File: config.mk
export PLATFORM = sky130hd
export DESIGN_NAME = bus_arbiter
export DESIGN_NICKNAME = d
export VERILOG_FILES = /design/src/rtl/bus_arbiter_pkg.sv /design/src/rtl/bus_arbiter_port_hold.sv /design/src/rtl/bus_arbiter.sv
export SDC_FILE = /design/constraint.sdc
export NUM_CORES = 1
export LEC_CHECK = 0
export ABC_CLOCK_PERIOD_IN_PS = 5000
export CAP_MARGIN = 0
export CORE_MARGIN = 2
export CORE_UTILIZATION = 45
export CTS_CLUSTER_DIAMETER = 30
export DETAILED_ROUTE_END_ITERATION = 10
export PLACE_DENSITY = 0.95
export SYNTH_ARGS = -nofsm -noshare
export SYNTH_HDL_FRONTEND = slang
export SYNTH_SLANG_ARGS = --single-unit
File: constraint.sdc
create_clock -name clk -period 5 [get_ports clk]
set_input_delay 1 -clock clk [delete_from_list [all_inputs] [get_ports clk]]
set_output_delay 1 -clock clk [all_outputs]
set_load 0.01 [all_outputs]
File: src/rtl/bus_arbiter_pkg.sv
// Shared state encoding and stall-vector indices for the instruction/data bus arbiter.
package bus_arbiter_pkg;

  typedef enum logic [1:0] {
    ARB_IDLE  = 2'd0,
    ARB_IBUSY = 2'd1,
    ARB_DBUSY = 2'd2
  } arb_state_e;

  localparam int         STALL_IF_IDX  = 1;
  localparam int         STALL_MEM_IDX = 4;
  localparam logic [3:0] SEL_ALL       = 4'hF;

endpackage

File: src/rtl/bus_arbiter_port_hold.sv
// Per-port completion flag and result register; the result stays put until the pipeline
// consumes it, and a timeout abort leaves zero in the register.
module bus_arbiter_port_hold #(
  parameter int DATA_W = 32
) (
  input  logic              clk,
  input  logic              rst,
  input  logic              ce_i,
  input  logic              hold_i,
  input  logic              flush_i,
  input  logic              fin_i,
  input  logic              tmo_i,
  input  logic              capture_i,
  input  logic [DATA_W-1:0] rdata_i,
  output logic              done_o,
  output logic [DATA_W-1:0] data_o
);

  logic              done_q, done_d;
  logic [DATA_W-1:0] data_q, data_d;

  always_comb begin
    done_d = done_q;
    data_d = data_q;
    if (done_q && (!hold_i || !ce_i)) begin
      done_d = 1'b0;
    end
    // A request withdrawn mid-cycle gets neither a done flag nor a new result.
    if (fin_i && ce_i) begin
      done_d = 1'b1;
      if (tmo_i) begin
        data_d = '0;
      end else if (capture_i) begin
        data_d = rdata_i;
      end
    end
    if (flush_i) begin
      done_d = 1'b0;
    end
  end

  always_ff @(posedge clk or negedge rst) begin
    if (!rst) begin
      done_q <= 1'b0;
      data_q <= '0;
    end else begin
      done_q <= done_d;
      data_q <= data_d;
    end
  end

  assign done_o = done_q;
  assign data_o = data_q;

endmodule

File: src/rtl/bus_arbiter.sv
// Shares one single-ported memory bus between fetch and data ports, one bus cycle at a time.
// Data wins ties; a cycle with no ack within TIMEOUT cycles aborts and pulses bus_err_o.
module bus_arbiter
  import bus_arbiter_pkg::*;
#(
  parameter int ADDR_W  = 32,
  parameter int DATA_W  = 32,
  parameter int TIMEOUT = 255,
  parameter int TO_W    = 8
) (
  input  logic              clk,
  input  logic              rst,
  input  logic [5:0]        stall_i,
  input  logic              flush_i,
  input  logic              if_ce_i,
  input  logic [ADDR_W-1:0] if_addr_i,
  output logic [DATA_W-1:0] if_data_o,
  output logic              if_stallreq_o,
  input  logic              d_ce_i,
  input  logic              d_we_i,
  input  logic [3:0]        d_sel_i,
  input  logic [ADDR_W-1:0] d_addr_i,
  input  logic [DATA_W-1:0] d_data_i,
  output logic [DATA_W-1:0] d_data_o,
  output logic              d_stallreq_o,
  output logic              bus_req_o,
  output logic              bus_we_o,
  output logic [3:0]        bus_sel_o,
  output logic [ADDR_W-1:0] bus_addr_o,
  output logic [DATA_W-1:0] bus_wdata_o,
  input  logic [DATA_W-1:0] bus_rdata_i,
  input  logic              bus_ack_i,
  output logic              bus_err_o
);

  localparam logic [TO_W-1:0] TO_LAST = TO_W'(TIMEOUT - 1);
  localparam logic [TO_W-1:0] CNT_MAX = (TIMEOUT == 0) ? {TO_W{1'b1}} : TO_W'(TIMEOUT);

  arb_state_e        state_q, state_d;
  logic              req_q, req_d;
  logic              we_q, we_d;
  logic [3:0]        sel_q, sel_d;
  logic [ADDR_W-1:0] addr_q, addr_d;
  logic [DATA_W-1:0] wdata_q, wdata_d;
  logic [TO_W-1:0]   cnt_q, cnt_d;
  logic              discard_q, discard_d;
  logic              err_q, err_d;
  logic              tmo, fin, keep, if_fin, d_fin;
  logic              if_done, d_done;
  logic              stall_unused;

  assign stall_unused = ^{stall_i[5], stall_i[3:2], stall_i[0]};

  always_comb begin
    state_d   = state_q;
    req_d     = req_q;
    we_d      = we_q;
    sel_d     = sel_q;
    addr_d    = addr_q;
    wdata_d   = wdata_q;
    cnt_d     = cnt_q;
    discard_d = discard_q;
    err_d     = 1'b0;
    tmo       = 1'b0;
    fin       = 1'b0;
    unique case (state_q)
      ARB_IDLE: begin
        if (d_ce_i && !d_done) begin
          state_d   = ARB_DBUSY;
          req_d     = 1'b1;
          we_d      = d_we_i;
          sel_d     = d_sel_i;
          addr_d    = d_addr_i;
          wdata_d   = d_data_i;
          cnt_d     = '0;
          discard_d = flush_i;
        end else if (if_ce_i && !if_done) begin
          state_d   = ARB_IBUSY;
          req_d     = 1'b1;
          we_d      = 1'b0;
          sel_d     = SEL_ALL;
          addr_d    = if_addr_i;
          wdata_d   = '0;
          cnt_d     = '0;
          discard_d = flush_i;
        end
      end
      ARB_IBUSY, ARB_DBUSY: begin
        // Flushed cycles still run to completion; only their result is dropped.
        tmo       = (TIMEOUT != 0) && (cnt_q == TO_LAST) && !bus_ack_i;
        fin       = bus_ack_i || tmo;
        discard_d = discard_q || flush_i;
        cnt_d     = (cnt_q == CNT_MAX) ? cnt_q : cnt_q + TO_W'(1);
        if (fin) begin
          state_d = ARB_IDLE;
          req_d   = 1'b0;
          err_d   = tmo;
        end
      end
      default: begin
        state_d = ARB_IDLE;
        req_d   = 1'b0;
      end
    endcase
  end

  always_ff @(posedge clk or negedge rst) begin
    if (!rst) begin
      state_q   <= ARB_IDLE;
      req_q     <= 1'b0;
      we_q      <= 1'b0;
      sel_q     <= '0;
      addr_q    <= '0;
      wdata_q   <= '0;
      cnt_q     <= '0;
      discard_q <= 1'b0;
      err_q     <= 1'b0;
    end else begin
      state_q   <= state_d;
      req_q     <= req_d;
      we_q      <= we_d;
      sel_q     <= sel_d;
      addr_q    <= addr_d;
      wdata_q   <= wdata_d;
      cnt_q     <= cnt_d;
      discard_q <= discard_d;
      err_q     <= err_d;
    end
  end

  assign keep   = !discard_q && !flush_i;
  assign if_fin = fin && keep && (state_q == ARB_IBUSY);
  assign d_fin  = fin && keep && (state_q == ARB_DBUSY);

  bus_arbiter_port_hold #(.DATA_W(DATA_W)) u_if_hold (
    .clk      (clk),
    .rst      (rst),
    .ce_i     (if_ce_i),
    .hold_i   (stall_i[STALL_IF_IDX]),
    .flush_i  (flush_i),
    .fin_i    (if_fin),
    .tmo_i    (tmo),
    .capture_i(1'b1),
    .rdata_i  (bus_rdata_i),
    .done_o   (if_done),
    .data_o   (if_data_o)
  );

  bus_arbiter_port_hold #(.DATA_W(DATA_W)) u_d_hold (
    .clk      (clk),
    .rst      (rst),
    .ce_i     (d_ce_i),
    .hold_i   (stall_i[STALL_MEM_IDX]),
    .flush_i  (flush_i),
    .fin_i    (d_fin),
    .tmo_i    (tmo),
    .capture_i(!we_q),
    .rdata_i  (bus_rdata_i),
    .done_o   (d_done),
    .data_o   (d_data_o)
  );

  assign if_stallreq_o = if_ce_i && !if_done;
  assign d_stallreq_o  = d_ce_i && !d_done;
  assign bus_req_o     = req_q;
  assign bus_we_o      = we_q;
  assign bus_sel_o     = sel_q;
  assign bus_addr_o    = addr_q;
  assign bus_wdata_o   = wdata_q;
  assign bus_err_o     = err_q;

endmodule

# After elaboration in Yosys (flattened, before gate mapping)
# Index checks and enable logic that the tools add are counted.
# totals
ff_bits	148
out_inout_bits	137
elab_cells	93
# classes
add_sub_neg	1
eq_ne	8
mux	36
reduce_logical	35
# op_table
op	count
2-to-1 mux 32 bit	7
2-to-1 mux 8 bit	3
2-to-1 mux 1 bit	17
equality test 8 bit (second input constant)	2
one-hot mux 8 bit (2 select lines)	1
logical AND 1 bit	11
logical NOT 1 bit	9
adder 8 x 1 -> 8 bit (second input constant)	1
2-to-1 mux 4 bit	2
AND reduction 2 bit	4
2-to-1 mux 2 bit	3
nonzero test 3 bit	2
logical OR 1 bit	4
inequality test 2 bit (second input constant)	2
one-hot mux 1 bit (2 select lines)	2
one-hot mux 2 bit (2 select lines)	1
nonzero test 2 bit	2
inequality test 3 bit (second input constant)	1
AND reduction 3 bit	1
equality test 2 x 1 -> 1 bit (second input constant)	1
equality test 2 bit (second input constant)	1
logical NOT 2 bit	1
inequality test 2 x 1 -> 1 bit (second input constant)	1
OR reduction 2 bit	1

# Longest topological paths before layout
# logic_depth
ltp_word	9
depth_mapped	8
ltp_nobuf	6

# Cells and area by module
# Synthesis repeated with hierarchy kept, for this count alone.
# unflattened
cells_unflattened	735
area_unflattened_um2	7815.0
# by_module_without_submodules
module	n_inst	cells_each	area_each_um2
bus_arbiter_port_hold	2	190	2102.0
bus_arbiter	1	355	3611.0

# Worst setup path after synthesis
# No wires, ideal clock.
# synth_path
path_kind	input port to output port
from	input d_ce_i
to	output d_stallreq_o
t_arrival_ns	1.524
t_required_ns	4.000
path_slack_ns	2.476
path_stages	3
n_path_buf	1
cell_sequence	nand2b_1 -> inv_2 -> clkbuf_1
# synth_between
elab_chain_len	1
# synth_lines
element	line_no	source
start, declared	bus_arbiter.sv:19	input logic d_ce_i,
logical AND 1 bit	bus_arbiter.sv:164	assign d_stallreq_o = d_ce_i && !d_done;
end, declared	bus_arbiter.sv:25	output logic d_stallreq_o,
# Every way passes these cells.

# Final worst setup path
# layout_path
from	input if_ce_i
to	output if_stallreq_o
# layout_between
elab_chain_len	1
# layout_lines
element	line_no	source
start, declared	bus_arbiter.sv:15	input logic if_ce_i,
logical AND 1 bit	bus_arbiter.sv:163	assign if_stallreq_o = if_ce_i && !if_done;
end, declared	bus_arbiter.sv:18	output logic if_stallreq_o,
# Every way passes these cells.

==> results.md <==
- Clk_lat worst skew: 0.42 ns
- Total gr overflow: 0
- Drt first pass iters: 4
- Initial Utilization: 45.5%
- RePlAce Congestion: 0.810
- Comb pwr share: 42.0%
- Met1 Track Usage GR: 29.1%
- Crit path top cell by count: clkdlybuf4s50_1
- Syn_area_per_cell: 10.9 µm²
- CP cell instances: clkdlybuf4s50_1, nand2b_1, inv_2, clkdlybuf4s50_1
- Detail Route Antenna Nets: 0
- Primary FF master, synth: dfrtp_1
- Total power: 5.71 mW
- Post-CTS Resized: 0
- Global Route met3 Usage: 8.90%
- Worst min path class: reg2reg
- Worst-path clk slew: 0.06 ns
- Clk sink count: 148
- Wire per inst: 18.2 µm
- Sum Neg Setup Slack: 0 ns
- Flop pwr share: 35.9%
- Overall routed net length: 18.8 mm
- PD cells: 589 mW/mm²
- Int Pwr: 3.78 mW
- DIE AREA: 0.0148 mm²
- Drt initial violations: 316
- Seq/Total Area, Yosys: 59.4%
- Worst Max-Slew Pin Slew: 1.16 ns
- Layout cells sized above 1: 6.58%
- Busiest grt layer: met2
- P_leak: 4.61 nW
- Clock power share: 22.1%
- Post-synth EDFFs: 0
- Post-DP HPWL: 13.3 mm
- Clk buf depth: 2
- Most frequent cells in the layout: 276 x clkdlybuf4s50_1, 148 x dfrtp_1, 108 x nand2_1
- Hold Buf Count CTS: 0
- I/O Buffers: 277
- CP Data Arrival Time: 2.51 ns
- Vias/cell: 5.26
- Syn_nets: 720
- Clock Skews: 0.0138 ns
- Slowest cell delay on critical path: 0.59 ns
- Die H: 122 µm
- Area Growth Syn to Fin: 55.5%
- # setup viols final: 0
- Final Hold Viols: 0
- Net Sw Frac: 33.8%
- Status: complete, no violations
- Largest net degree at the start of global routing: 112
- Mapped cell area: 0.00624 mm²
- Post-synthesis register bit count: 148
- Nets@finish: 988
- Post-synth ARST share: 100%
- Fin crit share: 70.2%
- CTS Buf Count: 17
- CTS tree: done
- Kind of critical path: in2out
- Vias in the first global route: 5569
- Antenna cells: 0
- # DRC: 0
- Synth cell types: 48
- H-tree depth: 4
- Worst setup EP type: output port
- Most common cell after layout, fill and taps aside: clkdlybuf4s50_1
- Initial antenna violation count: 0
- Max-slew headroom: 22.7%
- Fmax achieved: 285 MHz
- Post-Synthesis Cells: 570
- Overall global routing resource usage: 25.6%
- Max-cap viol count: 0
- Slew Limit Fails: 0
- Die width: 122 µm
- Min Tclk post-route: 3.51 ns
- Clock root cell: clkbuf_16
- Io pins: 282
- First-pass GRT wire length: 29.0 mm
- WP data required: 4.00 ns
- FP Rows: 43
- Switching pwr: 1.93 mW
- Slowest stage cell on the critical path: clkdlybuf4s50_1
- Ys Warns: 0
- Crit Path Max Fanout: 5
- CORE AREA: 0.0137 mm²
- Startpoint Class: input port
- RSZ-0062 raised after global routing: false
- Buf/Inv on CP: 3
- Post-CTS Setup Repair Bufs: 0
- Via count: 5426
- Met2 Use GR: 42.7%
- Critical path's top delay family: buffers and inverters
- Worst vdd ir: 0.343 mV
==> sequential cells by signal, indices dropped and copies added (netlist names), 2 cells and up <==
register          flops
state_q               2
bus_wdata_o          32
cnt_q                 8
u_if_hold.data_o     32
u_d_hold.data_o      32
bus_sel_o             4
bus_addr_o           32
==> cell usage after synthesis (2+ instances only) <==
| library cell | instances | area share (%) |
|---|---|---|
| dfrtp_1 | 148 | 59 |
| nor2b_1 | 2 | 0.20 |
| buf_4 | 3 | 0.36 |
| nand2_1 | 108 | 6.5 |
| a22o_1 | 65 | 9.1 |
| clkbuf_1 | 14 | 0.84 |
| o22a_1 | 4 | 0.56 |
| and3_1 | 2 | 0.20 |
| buf_8 | 3 | 0.72 |
| ha_1 | 5 | 1.0 |
| nand2b_1 | 3 | 0.30 |
| inv_1 | 38 | 2.3 |
| a21boi_1 | 2 | 0.24 |
| o31ai_1 | 2 | 0.24 |
| buf_2 | 14 | 1.1 |
| o21ai_0 | 6 | 0.48 |
| nor2_1 | 36 | 2.2 |
| a31oi_1 | 35 | 3.5 |
| o211ai_1 | 3 | 0.36 |
| a21oi_1 | 10 | 0.80 |
| inv_2 | 3 | 0.18 |
| mux2i_1 | 33 | 5.3 |
| or3_1 | 2 | 0.20 |
| nor3_1 | 3 | 0.24 |
| nand3_1 | 3 | 0.24 |
==> cell families (layout without fill, tap and decap cells) <==
logic type,after synthesis,in the layout,synth area share (%)
adders and majority gates,5,5,1.00
muxes,33,33,5.29
and+or+nand+nor,170,170,11.6
buffers and inverters,77,358,5.78
AOI/OAI and AO/OA,137,137,17.0
DFF,148,148,59.4
==> per-layer routing <==
metal / share of wire, % / routed length [µm]
met5: 0 / 0
met3: 9.1 / 1710
met1: 37 / 6980
met4: 4.4 / 828
met2: 49 / 9240
==> stage by stage <==
step                utilization [%]  setup WS, ns  hold slack (ns)  instance area [µm²]  cells
finish                         70.7          1.49            0.488                 9700   1031
global route                   70.7          1.45            0.500                 9700   1031
CTS                            70.7          1.49            0.491                 9700   1031
detailed placement             66.4          1.50            0.477                 9110    999
global placement               66.4          1.51            0.471                 9110    999
floorplan                         -          2.48            0.486                 6240    570
==> power by group through the flow <==
stage | Clock [mW] | Combinational, mW | Sequential, mW
2_1_floorplan | 0 | 0.773 | 2.26
3_3_place_gp | 0 | 2.33 | 2.03
3_5_place_dp | 0 | 2.41 | 2.06
4_1_cts | 1.29 | 2.42 | 2.05
5_1_grt | 1.35 | 2.58 | 2.10
6_report | 1.26 | 2.40 | 2.05
==> final cells by class <==
type / instances / area, µm²
Fill cell: 930 / 4020
Sequential cell: 148 / 3700
Timing Repair Buffer: 285 / 2830
Multi-Input combinational cell: 345 / 2200
Clock buffer: 17 / 425
Tap cell: 180 / 225
Clock inverter: 15 / 159
Inverter: 41 / 154
==> worst paths after layout <==
check                              from             endpoint  slack [ns]  cells past startpoint
max in group asynchronous           rst  u_d_hold.data_o[25]        3.20                      2
hold reg to reg            bus_sel_o[2]         bus_sel_o[2]        0.49                      1
min in group asynchronous           rst   u_d_hold.data_o[6]        0.72                      1
setup reg to reg             state_q[1]  u_if_hold.data_o[9]        2.56                      6
hold / removal             bus_sel_o[2]         bus_sel_o[2]        0.49                      1
setup / recovery                if_ce_i        if_stallreq_o        1.49                      4
No activity file was read; power rests on OpenSTA's default activity.
